$ cat src/rtl/param_ram_clr.sv
// Parametrised single-write / registered-read RAM with a sequential clear engine
// that sweeps every word to CLEAR_VAL after reset release or on request.
module param_ram_clr #(
  parameter int               WIDTH      = 20,
  parameter int               DEPTH      = 64,
  parameter int               ADDR_W     = 6,
  parameter logic [WIDTH-1:0] CLEAR_VAL  = '0,
  parameter bit               INIT_CLEAR = 1'b1
) (
  input  logic              clk,
  input  logic              rst_n,
  input  logic              load,
  input  logic [ADDR_W-1:0] wr_addr,
  input  logic [WIDTH-1:0]  wr_data,
  input  logic [ADDR_W-1:0] rd_addr,
  output logic [WIDTH-1:0]  rd_data,
  input  logic              clear,
  output logic              busy,
  output logic              wr_drop
);

  typedef enum logic {S_IDLE, S_CLEAR} state_t;

  localparam logic [ADDR_W:0]   DEPTH_X = (ADDR_W+1)'(DEPTH);
  localparam logic [ADDR_W-1:0] LAST    = ADDR_W'(DEPTH - 1);

  state_t            r_state, w_state_next;
  logic [ADDR_W-1:0] r_cnt, w_cnt_next;
  logic              r_init_pend;
  logic              r_busy;
  logic              r_wr_drop;
  logic [WIDTH-1:0]  r_rd_data;
  logic [WIDTH-1:0]  r_mem [DEPTH];

  logic              w_wr_in_range, w_rd_in_range;
  logic              w_user_we, w_we;
  logic [ADDR_W-1:0] w_waddr;
  logic [WIDTH-1:0]  w_wdata;

  // r_init_pend marks the first edge after reset release so INIT_CLEAR can launch a sweep
  always_ff @(posedge clk or negedge rst_n) begin
    if (!rst_n) begin
      r_state     <= S_IDLE;
      r_cnt       <= '0;
      r_init_pend <= INIT_CLEAR;
      r_busy      <= 1'b0;
    end else begin
      r_state     <= w_state_next;
      r_cnt       <= w_cnt_next;
      r_init_pend <= 1'b0;
      r_busy      <= (w_state_next == S_CLEAR);
    end
  end

  always_comb begin
    w_state_next = r_state;
    w_cnt_next   = r_cnt;
    case (r_state)
      S_IDLE: begin
        w_cnt_next = '0;
        if (r_init_pend || clear) w_state_next = S_CLEAR;
      end
      S_CLEAR: begin
        if (r_cnt == LAST) begin
          w_state_next = S_IDLE;
          w_cnt_next   = '0;
        end else begin
          w_cnt_next = r_cnt + 1'b1;
        end
      end
      default: w_state_next = S_IDLE;
    endcase
  end

  // The clear engine owns the single write port while sweeping
  assign w_wr_in_range = ({1'b0, wr_addr} < DEPTH_X);
  assign w_rd_in_range = ({1'b0, rd_addr} < DEPTH_X);
  assign w_user_we     = load && !r_busy && w_wr_in_range;
  assign w_we          = r_busy || w_user_we;
  assign w_waddr       = r_busy ? r_cnt : wr_addr;
  assign w_wdata       = r_busy ? CLEAR_VAL : wr_data;

  always_ff @(posedge clk) begin
    if (w_we) r_mem[w_waddr] <= w_wdata;
  end

  // Write-first: a same-edge write to the read address is forwarded
  always_ff @(posedge clk or negedge rst_n) begin
    if (!rst_n) begin
      r_rd_data <= '0;
      r_wr_drop <= 1'b0;
    end else begin
      r_wr_drop <= load && r_busy && w_wr_in_range;
      if (!w_rd_in_range)
        r_rd_data <= CLEAR_VAL;
      else if (w_we && (w_waddr == rd_addr))
        r_rd_data <= w_wdata;
      else
        r_rd_data <= r_mem[rd_addr];
    end
  end

  assign rd_data = r_rd_data;
  assign busy    = r_busy;
  assign wr_drop = r_wr_drop;

endmodule

$ cat config.mk
export PLATFORM = sky130hd
export DESIGN_NAME = param_ram_clr
export DESIGN_NICKNAME = d
export VERILOG_FILES = /design/src/rtl/param_ram_clr.sv
export SDC_FILE = /design/constraint.sdc
export NUM_CORES = 1
export LEC_CHECK = 0
export ABC_AREA = 1
export CAP_MARGIN = 10
export CORE_MARGIN = 2
export CORE_UTILIZATION = 45
export DETAILED_ROUTE_END_ITERATION = 7
export PLACE_DENSITY_LB_ADDON = 0.25
export SKIP_CTS_REPAIR_TIMING = 1
export SYNTH_ARGS = -nofsm -noshare
export SYNTH_HDL_FRONTEND = slang
export SYNTH_SLANG_ARGS = --single-unit
$ cat constraint.sdc
create_clock -name clk -period 3.15 [get_ports clk]
set_input_delay 0.945 -clock clk [delete_from_list [all_inputs] [get_ports clk]]
set_output_delay 0.945 -clock clk [all_outputs]
set_load 0.03 [all_outputs]
==> flow_summary_export.csv, run 1 <==
group,metric,value,unit
placed_design,portBuffers,57,
synth,synth_largest_area_cell,"edfxtp_1",
detailed_routing,num_vias,35150,
detailed_routing,drt_first_pass_iters,6,
placed_design,dp_slack,0.1186,ns
global_route,grt_pass1_wl,216200,um
worst_setup_path,criticalPathCategory,"reg -> out",
global_route,grt_pass1_vias,33160,
power,power_density,589.4,nW/um2
worst_hold_path,hold_class,"in -> async",
floorplanning,die_x,348.1,um
timing,fin_skew,0.03109,ns
cells_and_area,final_cell_mix,"1688 x nand2_1, 1280 x edfxtp_1, 1101 x nand3_1",
floorplanning,num_io_pins,58,
timing,setup_tns,0,ns
detailed_routing,wl_met2,68770,um
detailed_routing,drc,0,
synth,yosysWarningCount,0,
global_route,antenna_found_initial,6,
power,peakVddDrop,0.4681,mV
synth,synth.distinct_cells,36,
timing,fin_ws,0.1088,ns
timing,hold_viol,0,
timing,period_minus_slack,3.041,ns
detailed_routing,wire_per_inst,23.28,um
detailed_routing,ant_nets,0,
cells_and_area,seq_area,39170,um2
worst_setup_path,crit_buf_inv,1,
synth,syn_nets,4598,
worst_setup_path,endpoint_kind,"output port",
floorplanning,dieArea,121200,um2
worst_setup_path,cpLargestDelayFamily,"buffers and inverters",
clock_tree,h-tree-depth,4,
detailed_routing,top_layer,"met5",
clock_tree,clkSlewWorstSetupHoldPaths,0.06,ns
worst_setup_path,slowest_delay,0.74,ns
global_route,grt_max_degree,136,
detailed_routing,wl_met3,12280,um
detailed_routing,viasPerCell,5.564,
clock_tree,clock_latency,0.75,ns
synth,ys_seq_area_share,73.51,%
timing,worst_pin_slew,0.8251,ns
detailed_routing,drt_iter0_drc,3743,
power,leakagePower,0.02188,uW
timing,fmax,328.8,MHz
floorplanning,start_util,45.24,%
global_route,grt_usage,24.22,%
global_route,grt.overflow.total,0,
synth,synth.avg_cell_area,11.68,um2
run,maxCapViolCount,0,
worst_setup_path,arrival,2.10,ns
synth,yosys_register_bits,1309,
floorplanning,fp.dieH,348.1,um
timing,setup_viol,0,
clock_tree,cts.sinks,1309,
synth,yosysTopAreaCellShare,72.14,%
timing,timing.slew.headroom,44.99,%
worst_setup_path,slowest_stage,"clkdlybuf4s50_1",
cells_and_area,final_common_cell,"nand2_1",
clock_tree,cts_inserted_buffers,136,
worst_setup_path,r2r_setup_slack,0.80,ns
synth,synth_area,53280,um2
synth,netlist_instances,4561,
cells_and_area,drive_above_1_share,10.38,%
floorplanning,fp.coreArea,117800,um2
cells_and_area,nFillCells,9744,
detailed_routing,drt-total-wl,147000,um
cells_and_area,synthToLayoutAreaGrowth,16.39,%
clock_tree,clockBufferDepth,3,
timing,rsz0062_at_grt,"no",
synth,synth_area_leaders,"edfxtp_1 72%, nand2_1 12%, nand3_1 10%",
floorplanning,rows,126,
cells_and_area,multiInputGateArea,12880,um2
placed_design,place_congestion,0.8974,
worst_setup_path,start_kind,"flip-flop",
status,outcome,"complete, no violations",
timing,fin_crit_sh,96.55,%
timing,final-max-slew-violation-count,0,
worst_setup_path,crit_chain,"clkdlybuf4s50_1",
cells_and_area,fin_nets,4709,
worst_setup_path,worstPathMaxFanout,17,
clock_tree,cts_tree,"built",
detailed_routing,wl_met1,60450,um
clock_tree,cts-root-buf,"clkbuf_16",
worst_setup_path,crit_required,2.20,ns
placed_design,dp_hpwl,83550,um
## synth_stat cells, drive strengths merged
cell,instances
conb,1
nand2,1695
o21ai,8
nand4,7
and3,2
dfstp,1
buf,236
nor3,2
nor3b,2
dfrtp,28
edfxtp,1280
nand3,1101
or2,1
xor2,1
o22ai,1
a311oi,1
nor4,8
inv,38
clkbuf,53
nor2,91
a21oi,2
and2,1
ha,1
## worst reg2reg max path, stage by stage (launching register included)
cell	delay [ns]
dfrtp_4	0.61
nand2_1	0.18
o21ai_2	0.17
nor2_1	0.19
nand3_1	0.09
buf_4	0.19
nor4_2	0.33
buf_4	0.28
## report_power, final
group | internal [uW] | switching, uW
combinational | 662 | 1500
sequential | 18900 | 77.5
clock | 8820 | 6640
total | 28300 | 8220
## area by class of cell
cell class                 instances  share of cell area (%)
clock buffer                     177                   5.837
tap                             1536                   3.099
clock inverter                    67                   1.027
antenna                            2                0.008071
sequential                      1309                   63.17
multi-input combinational       2925                   20.77
timing repair buffer             262                   5.821
inverter                          38                  0.2744
## state kept, by name, indices dropped and copies added (netlist names)
name,cells
r_cnt,6
busy,1
r_init_pend,1
rd_data,20
r_mem,1280
wr_drop,1
## cell families (layout without fill, tap and decap cells)
family / count (synthesis) / after routing / share of synthesized area [%]
other: 1 / 3 / 0.007039
AO/OA/AOI/OAI: 12 / 12 / 0.1996
flip-flops: 1309 / 1309 / 73.51
adder cells (fa/ha/maj): 1 / 1 / 0.02348
buffers and inverters: 327 / 544 / 2.959
AND/OR/NAND/NOR: 2910 / 2910 / 23.29
XOR/XNOR: 1 / 1 / 0.01644
## metrics by stage
step / instance area, um2 / instances / total power [uW] / hold slack, ns / utilization (%)
3_3_place_gp: 57740 / 6070 / 21410 / 0.4737 / 49.03
5_1_grt: 62000 / 6314 / 37590 / 0.3266 / 52.65
3_5_place_dp: 57740 / 6070 / 21430 / 0.4957 / 49.03
4_1_cts: 62000 / 6314 / 36730 / 0.2663 / 52.65
6_report: 62010 / 6316 / 36550 / 0.2897 / 52.65
2_1_floorplan: 53280 / 4561 / 20550 / 0.4531 / -
## final timing paths
path,endpoint,startpoint,depth (start not counted)
worst min-delay path,r_cnt[5],rst_n,1
worst min register to register,r_cnt[5],r_cnt[4],1
max in group asynchronous,busy,rst_n,1
worst max register to register,r_mem[54][11],busy,7
min in group clk,r_cnt[5],r_cnt[4],1
worst max-delay path,busy,busy,1
## layer usage
metal,global-route usage (%),vias up
met5,0,-
met4,9.559,4
li1,-,16230
met1,33.80,17120
met2,37.84,1522
met3,4.338,270
No activity file was read; power rests on OpenSTA's default activity.
==> run 2: changes to the inputs <==
--- a/config.mk
+++ b/config.mk
@@ -12,6 +12,7 @@
 export DETAILED_ROUTE_END_ITERATION = 7
 export PLACE_DENSITY_LB_ADDON = 0.25
 export SKIP_CTS_REPAIR_TIMING = 1
+export SLEW_MARGIN = 20
 export SYNTH_ARGS = -nofsm -noshare
 export SYNTH_HDL_FRONTEND = slang
 export SYNTH_SLANG_ARGS = --single-unit
==> results of run 2 <==
No change in the layout: final DEF, timing and power equal those of run 1.
